[src/rtl/fetch_pc_unit_pkg.sv]
// Shared core definitions: next-PC select encodings, fetch FSM states, default width.
package core_pkg;
  localparam int CORE_XLEN = 32;

  localparam logic [1:0] PCSRC_PLUS4  = 2'b00;
  localparam logic [1:0] PCSRC_TARGET = 2'b01;
  localparam logic [1:0] PCSRC_JALR   = 2'b10;

  typedef enum logic [2:0] {
    ST_IDLE,
    ST_REQ,
    ST_WAIT,
    ST_HOLD,
    ST_TRAP
  } fetch_state_e;
endpackage

[src/rtl/fetch_pc_unit_if.sv]
// Instruction-memory fetch channel: one request handshake plus a read-data return.
interface fetch_pc_unit_if #(
  parameter int XLEN = core_pkg::CORE_XLEN
);
  logic            imem_req_valid;
  logic            imem_req_ready;
  logic [XLEN-1:0] imem_addr;
  logic            imem_rsp_valid;
  logic [31:0]     imem_rdata;

  modport master (
    output imem_req_valid, imem_addr,
    input  imem_req_ready, imem_rsp_valid, imem_rdata
  );

  modport slave (
    input  imem_req_valid, imem_addr,
    output imem_req_ready, imem_rsp_valid, imem_rdata
  );
endinterface

[src/rtl/fetch_pc_unit_next_pc_sel.sv]
// Combinational next-PC mux; shared with the single-cycle datapath.
module next_pc_sel
  import core_pkg::*;
#(
  parameter int XLEN = CORE_XLEN
) (
  input  logic [XLEN-1:0] pc,
  input  logic [XLEN-1:0] immext,
  input  logic [XLEN-1:0] alu_result,
  input  logic [1:0]      pcsrc,
  output logic [XLEN-1:0] target,
  output logic            misaligned
);
  always_comb begin
    target = pc + XLEN'(4);
    case (pcsrc)
      PCSRC_TARGET: target = pc + immext;
      PCSRC_JALR:   target = alu_result & ~XLEN'(1);
      default:      target = pc + XLEN'(4);
    endcase
  end

  // Only word-aligned fetches are legal (no compressed instructions).
  assign misaligned = |target[1:0];
endmodule

[src/rtl/fetch_pc_unit.sv]
// Fetch stage: owns the PC, runs one outstanding imem request at a time, holds instr for decode.
module fetch_pc_unit
  import core_pkg::*;
#(
  parameter int              XLEN     = CORE_XLEN,
  parameter logic [XLEN-1:0] RESET_PC = '0
) (
  input  logic             clk,
  input  logic             rst_n,
  fetch_pc_unit_if.master  imem,
  output logic             instr_valid,
  output logic [31:0]      instr,
  input  logic             decode_ready,
  output logic [XLEN-1:0]  pc,
  output logic [XLEN-1:0]  pc_plus4,
  input  logic [XLEN-1:0]  immext,
  input  logic [1:0]       pcsrc,
  input  logic [XLEN-1:0]  alu_result,
  output logic             misalign_err,
  output logic [31:0]      instret
);
  fetch_state_e    state, state_nxt;
  logic [XLEN-1:0] target;
  logic            misaligned;
  logic            retire;

  next_pc_sel #(.XLEN(XLEN)) u_next_pc_sel (
    .pc         (pc),
    .immext     (immext),
    .alu_result (alu_result),
    .pcsrc      (pcsrc),
    .target     (target),
    .misaligned (misaligned)
  );

  assign pc_plus4            = pc + XLEN'(4);
  assign imem.imem_req_valid = (state == ST_REQ);
  assign imem.imem_addr      = pc;
  assign retire              = (state == ST_HOLD) && decode_ready;

  always_ff @(posedge clk or negedge rst_n) begin
    if (!rst_n) state <= ST_IDLE;
    else        state <= state_nxt;
  end

  always_comb begin
    state_nxt = state;
    case (state)
      ST_IDLE: state_nxt = ST_REQ;
      ST_REQ:  if (imem.imem_req_ready) state_nxt = ST_WAIT;
      ST_WAIT: if (imem.imem_rsp_valid) state_nxt = ST_HOLD;
      ST_HOLD: if (decode_ready) state_nxt = misaligned ? ST_TRAP : ST_REQ;
      ST_TRAP: state_nxt = ST_TRAP;
      default: state_nxt = ST_IDLE;
    endcase
  end

  // Responses are only captured in WAIT, so a stray rsp_valid after reset is dropped.
  always_ff @(posedge clk or negedge rst_n) begin
    if (!rst_n) begin
      pc           <= RESET_PC;
      instr        <= '0;
      instr_valid  <= 1'b0;
      misalign_err <= 1'b0;
      instret      <= '0;
    end else begin
      if ((state == ST_WAIT) && imem.imem_rsp_valid) begin
        instr       <= imem.imem_rdata;
        instr_valid <= 1'b1;
      end
      if (retire) begin
        instr_valid <= 1'b0;
        instret     <= instret + 32'd1;
        if (misaligned) misalign_err <= 1'b1;
        else            pc           <= target;
      end
    end
  end
endmodule
[src/flat_wrapper.sv]
// flat-port wrapper written by rule: the top's interface ports become plain ports
module fetch_pc_unit_flat import core_pkg::*;
#(
  parameter int              XLEN     = CORE_XLEN,
  parameter logic [XLEN-1:0] RESET_PC = '0
)
  (clk, rst_n, instr_valid, instr, decode_ready, pc, pc_plus4, immext, pcsrc, alu_result, misalign_err, instret, imem_imem_req_valid, imem_imem_addr, imem_imem_req_ready, imem_imem_rsp_valid, imem_imem_rdata);
  fetch_pc_unit_if #(.XLEN(XLEN)) imem_i ();
  input  logic clk;
  input  logic rst_n;
  output logic instr_valid;
  output logic [31:0] instr;
  input  logic decode_ready;
  output logic [XLEN-1:0] pc;
  output logic [XLEN-1:0] pc_plus4;
  input  logic [XLEN-1:0] immext;
  input  logic [1:0] pcsrc;
  input  logic [XLEN-1:0] alu_result;
  output logic misalign_err;
  output logic [31:0] instret;
  output wire logic [$bits(imem_i.imem_req_valid)-1:0] imem_imem_req_valid;
  output wire logic [$bits(imem_i.imem_addr)-1:0] imem_imem_addr;
  input wire logic [$bits(imem_i.imem_req_ready)-1:0] imem_imem_req_ready;
  input wire logic [$bits(imem_i.imem_rsp_valid)-1:0] imem_imem_rsp_valid;
  input wire logic [$bits(imem_i.imem_rdata)-1:0] imem_imem_rdata;
  assign imem_imem_req_valid = imem_i.imem_req_valid;
  assign imem_imem_addr = imem_i.imem_addr;
  assign imem_i.imem_req_ready = imem_imem_req_ready;
  assign imem_i.imem_rsp_valid = imem_imem_rsp_valid;
  assign imem_i.imem_rdata = imem_imem_rdata;
  fetch_pc_unit #(.XLEN(XLEN), .RESET_PC(RESET_PC)) u_core (.clk(clk), .rst_n(rst_n), .imem(imem_i), .instr_valid(instr_valid), .instr(instr), .decode_ready(decode_ready), .pc(pc), .pc_plus4(pc_plus4), .immext(immext), .pcsrc(pcsrc), .alu_result(alu_result), .misalign_err(misalign_err), .instret(instret));
endmodule
[config.mk]
export PLATFORM = sky130hd
export DESIGN_NAME = fetch_pc_unit_flat
export DESIGN_NICKNAME = d
export VERILOG_FILES = /design/src/rtl/fetch_pc_unit_pkg.sv /design/src/rtl/fetch_pc_unit_if.sv /design/src/rtl/fetch_pc_unit_next_pc_sel.sv /design/src/rtl/fetch_pc_unit.sv /design/src/flat_wrapper.sv
export SDC_FILE = /design/constraint.sdc
export NUM_CORES = 1
export LEC_CHECK = 0
export ABC_AREA = 1
export CORE_MARGIN = 2
export CORE_UTILIZATION = 48
export CTS_CLUSTER_SIZE = 20
export DETAILED_ROUTE_END_ITERATION = 8
export HOLD_SLACK_MARGIN = 0.15
export PLACE_DENSITY = 0.9
export SLEW_MARGIN = 20
export SYNTH_ARGS = -nofsm -noshare
export SYNTH_HDL_FRONTEND = slang
export SYNTH_SLANG_ARGS = --single-unit
[constraint.sdc]
create_clock -name clk -period 2.7 [get_ports clk]
set_clock_uncertainty 0.2 [all_clocks]
set_input_delay 0.405 -clock clk [delete_from_list [all_inputs] [get_ports clk]]
set_output_delay 0.405 -clock clk [all_outputs]
set_load 0.05 [all_outputs]
Word level (Yosys, flattened, before mapping)
Cells that the tools add are included.
{ "totals": {"register_bits": 101, "inputBits": 103, "elab_cells": 35} }
{ "op_classes": {"add_sub_neg": 3, "eq_ne": 9, "n_mux": 8, "n_bitwise": 1, "reduce_logical": 8} }
{ "op_table": {"columns": ["cell", "count"], "rows": [
  ["$pmux 32 s2", 1],
  ["$add 32x1->32 const B", 1],
  ["$add 32x3->32 const B", 1],
  ["$add 32x32->32", 1],
  ["$pmux 3 s5", 1],
  ["$mux 3", 4],
  ["$eq 3x2->1 const B", 2],
  ["$ne 2x2->1 const B", 2],
  ["$reduce_and 2->1", 2],
  ["$eq 3x1->1 const B", 1],
  ["$eq 3x3->1 const B", 1],
  ["$logic_not 3->1", 1],
  ["$reduce_and 3->1", 1],
  ["$eq 2x1->1 const B", 1],
  ["$eq 2x2->1 const B", 1],
  ["$logic_and 1x1->1", 2],
  ["$mux 1", 2],
  ["$ne 2x1->1 const B", 1],
  ["$reduce_bool 2->1", 1],
  ["$reduce_or 2->1", 1],
  ["$not 1->1", 1]
]} }

Depth between registers and ports, before layout
{ "logic_depth": {"ltp_word": 6, "mapped_depth": 15, "mapped_depth_nobuf": 15} }

By module
From an unflattened synthesis, not the netlist that was laid out.
{ "unflattened": {"hier_cells": 1402, "hier_area_um2": 9267.6} }
{ "modules_own_cells": {"columns": ["mod", "n_inst", "cells_per_inst", "area_per_inst_um2"], "rows": [
  ["fetch_pc_unit", 1, 657, 5541.6],
  ["next_pc_sel", 1, 745, 3726.1]
]} }

Worst setup path after synthesis
No wires, ideal clock.
{ "synth_timing": {"path_kind": "flip-flop to output port", "startpoint": "register u_core.pc[2], in the netlist u_core.imem.imem_addr[2]", "endpoint": "output port pc_plus4[11]", "t_arrival_ns": 2.490, "path_slack_ns": -0.395, "path_stages_with_launch": 6, "path_buffers": 0, "path_cell_list": "dfrtp_1 inv_1 nor3_2 nand2_1 nor2_1 xor2_1"} }
{ "synth_via": {"elab_chain_cells": 1} }
{ "synth_lines": {"columns": ["item", "line", "text"], "rows": [
  ["from (decl)", "fetch_pc_unit.sv:14", "output logic [XLEN-1:0] pc,"],
  ["from (signal assigned)", "fetch_pc_unit.sv:75", "else pc <= target;"],
  ["$add 32x3->32", "fetch_pc_unit.sv:36", "assign pc_plus4 = pc + XLEN'(4);"],
  ["to (decl)", "flat_wrapper.sv:15", "output logic [XLEN-1:0] pc_plus4;"]
]} }
No other way between the ends.

Final worst setup path
{ "layout_timing": {"startpoint": "register u_core.pc[5], in the netlist u_core.imem.imem_addr[5]", "endpoint": "output port pc_plus4[27]"} }
The elaborated chain is that of the path after synthesis.

==> summary.md <==
| Metric | Value |
|---|---|
| Outcome | finished, final reports clean |
| Aggregate negative setup slack | 0 ps |
| FF-to-FF path depth | 15 |
| Clock latency of the later-clocked register in the worst-skew pair | 350 ps |
| Final count of hold timing violations | 0 |
| Detailed-route vias per instance | 5.26 |
| P per Cell Area | 1200 nW/µm² |
| Quantity of I/O buffers inserted on ports | 264 |
| Max Slew Vio Count | 0 |
| Sequential cell area fraction in the yosys report | 0.300 |
| 1st-pass router iterations | 5 |
| Largest net degree at the start of global routing | 46 |
| Critical path class | flip-flop to output port |
| Die span in y | 137 µm |
| Number of flip-flops and latches in the synthesized netlist | 101 |
| Total of warnings raised by yosys | 0 |
| Average size of a mapped cell | 6.55 µm² |
| Unique cell type count in the Yosys netlist | 43 |
| Sinks on the clock net | 101 |
| Path category of the worst min-delay check | flip-flop to flip-flop |
| Peak fanout along the critical path | 6 |
| Number of antenna violations at the first check in global routing | 0 |
| Max clock buf depth | 2 |
| Global-route wire length before repair | 44400 µm |
| Standard-cell rows | 48 |
| Master cell of the clock root buffer | sky130_fd_sc_hd__clkbuf_16 |
| Net count of the mapped netlist | 1426 |
| Final cycle utilization of the critical path | 0.997 |
| Drt first-iter violations | 683 |
| Standby leakage power | 6.29 nW |
| Relative area change from synthesis to final layout | 47.6% |
| Share of layout cells above drive strength 1 | 0.153 |
| Top-level port count | 266 |
| Count of vias placed by the detailed router | 9553 |
| Count of inserted antenna diode cells | 0 |
| Cell depth of the worst hold path | 2 |
| Final #Nets | 1725 |
| Peak supply drop | 1.12 mV |
| Post-DP HPWL | 23300 µm |
| Post-route ant nets | 0 |
| Upper clock frequency limit | 372 MHz |
| H-tree depth reported by CTS | 3 |
| Slew margin rel. | 0.611 |
| Endpoint kind of the worst setup timing path | output port |
| Grt total ovfl | 0 |
| Via count of the first global-routing pass | 8701 |
| CTS tree | built |
| Core area | 17200 µm² |
| Clock buffers created by TritonCTS | 9 |
| Post-Synthesis Cell Area | 8430 µm² |
| RSZ-0062 raised after global routing | yes |
| Global placement routability congestion | 0.994 |
| Global-route usage over all layers | 0.306 |
| Area of the die | 18600 µm² |
| Clock slew at reported path FFs | 70 ps |
| Actual slew at the worst max-slew pin | 582 ps |
| Minimum hold slack | 291 ps |
| Fin crit period | 2690 ps |
| Initial core utilization | 0.489 |
| Worst path arrival time | 2090 ps |
| Gate count after technology mapping | 1287 |
| Chip Width | 137 µm |
| Startpoint kind of the worst setup timing path | flip-flop |
| Remaining design rule violation count | 0 |
| Total of endpoints with negative setup slack in the final report | 0 |
| Average detailed-routed wire length per instance | 16.4 µm |
| Final Routed Wirelength | 29800 µm |
| Req. time, crit path | 2100 ps |
| Max-cap violation count | 0 |
## worst paths after layout
path / to / slack [ps] / from
setup / recovery: pc_plus4[27] / 9 / u_core.imem.imem_addr[5]
hold / removal: u_core.misalign_err / 290 / u_core.misalign_err
setup reg to reg: u_core.imem.imem_addr[31] / 100 / u_core.imem.imem_addr[0]
hold reg to reg: u_core.misalign_err / 290 / u_core.misalign_err
max in group asynchronous: u_core.imem.imem_addr[2] / 1130 / rst_n
min in group asynchronous: u_core.instr[19] / 390 / rst_n
## registers in the layout, indices dropped and copies added (netlist names)
register / flops
u_core.imem.imem_addr: 32
u_core.instr: 32
u_core.instret: 32
u_core.state: 3
u_core.instr_valid: 1
u_core.misalign_err: 1
## where the power goes
| group | internal (W) | leakage [nW] | total [W] | switching [W] |
|---|---|---|---|---|
| logic | 0.00397 | 4.90 | 0.0109 | 0.00694 |
| clock network | 0.000648 | 0.137 | 0.00127 | 0.000625 |
| registers | 0.00206 | 1.26 | 0.00270 | 0.000645 |
## cell usage in the layout (no fill, tap or decap), drive strengths merged
master | netlist | routed
nand3 | 84 | 84
or2 | 3 | 3
clkinvlp | 0 | 2
ha | 35 | 35
dlymetal6s2s | 0 | 1
nor2 | 117 | 117
buf | 44 | 106
nor4 | 1 | 1
inv | 205 | 208
o22ai | 3 | 3
nand4 | 20 | 20
a21boi | 1 | 1
clkdlybuf4s50 | 0 | 234
a31oi | 1 | 1
o21bai | 3 | 3
nor3 | 21 | 21
fa | 1 | 1
clkinv | 0 | 2
a21o | 1 | 1
nand2 | 447 | 447
o31ai | 2 | 2
a21oi | 55 | 55
and2 | 3 | 3
o211ai | 6 | 6
nand3b | 6 | 6
xor2 | 25 | 25
o311ai | 1 | 1
dfrtp | 101 | 101
a22oi | 1 | 1
mux2 | 32 | 32
xnor2 | 16 | 16
dlygate4sd3 | 0 | 1
clkbuf | 11 | 10
o21ai | 41 | 41
## per-layer routing
| metal | wire length (µm) | GRT usage | vias up | part of all wire |
|---|---|---|---|---|
| li1 | - | - | 4600 | - |
| met1 | 11200 | 0.388 | 4311 | 0.38 |
| met4 | 1460 | 0.134 | 0 | 0.049 |
| met2 | 14200 | 0.519 | 545 | 0.48 |
| met5 | 0 | 0 | - | 0 |
| met3 | 2890 | 0.0433 | 97 | 0.097 |
## synthesized netlist by cell type, drive strengths merged
master,number,share of area
nor2,117,0.057
nand3,84,0.052
a31oi,1,0.00074
o21ai,41,0.024
o31ai,2,0.0018
ha,35,0.052
a21boi,1,0.00089
clkbuf,11,0.0049
a21o,1,0.00089
dfrtp,101,0.30
nand2,447,0.20
o311ai,1,0.0010
inv,205,0.091
a22oi,1,0.00089
and2,3,0.0022
o211ai,6,0.0053
xor2,25,0.026
nor3,21,0.017
o22ai,3,0.0022
nand4,20,0.016
fa,1,0.0024
or2,3,0.0022
mux2,32,0.043
buf,44,0.038
xnor2,16,0.017
nand3b,6,0.0068
o21bai,3,0.0027
a21oi,55,0.033
nor4,1,0.00074
## what timing repair did
item	4_1_cts	5_1_grt
pin swaps	0	5
endpoints found under the hold margin	42	0
setup buffers	9	20
hold buffers	1	0
gates cloned	0	2
resized for setup	25	44
setup endpoints to repair	16	52
## cells by family after synthesis
logic type,after synthesis,synth area share
AOI/OAI and AO/OA,115,0.0734
xor gates and xnor gates,41,0.0426
adders and majority gates,36,0.0543
buffers and inverters,260,0.134
DFF,101,0.300
muxes,32,0.0427
and+or+nand+nor,702,0.354
## layout make-up
cell class	count	area, µm²
Multi-Input combinational cell	926	4990
Clock inverter	7	68.8
Sequential cell	101	2550
Inverter	205	774
Tap cell	225	282
Clock buffer	9	225
Timing Repair Buffer	343	3550
Fill cell	1354	4790
## per-stage QoR
step	total power (W)	utilization	instances	instance area, µm²	setup WS [ps]
after floorplan	0.00933	-	1287	8510	47.6
after global placement	0.0129	0.679	1768	11700	-272
after detailed placement	0.0131	0.679	1768	11700	-347
after CTS	0.0145	0.704	1794	12100	3.49
after global routing	0.0157	0.722	1816	12400	-77.5
final	0.0149	0.722	1816	12400	8.93
## critical path, stage by stage, from the launching register on
cell,delay [ps]
sky130_fd_sc_hd__dfrtp_2,430
sky130_fd_sc_hd__nand2_1,120
sky130_fd_sc_hd__nor3_2,300
sky130_fd_sc_hd__nand2_2,120
sky130_fd_sc_hd__nor2_2,140
sky130_fd_sc_hd__nand2_1,120
sky130_fd_sc_hd__or2_1,240
sky130_fd_sc_hd__nand2_1,110
sky130_fd_sc_hd__buf_12,150
Power figures use the tool's default switching activity.
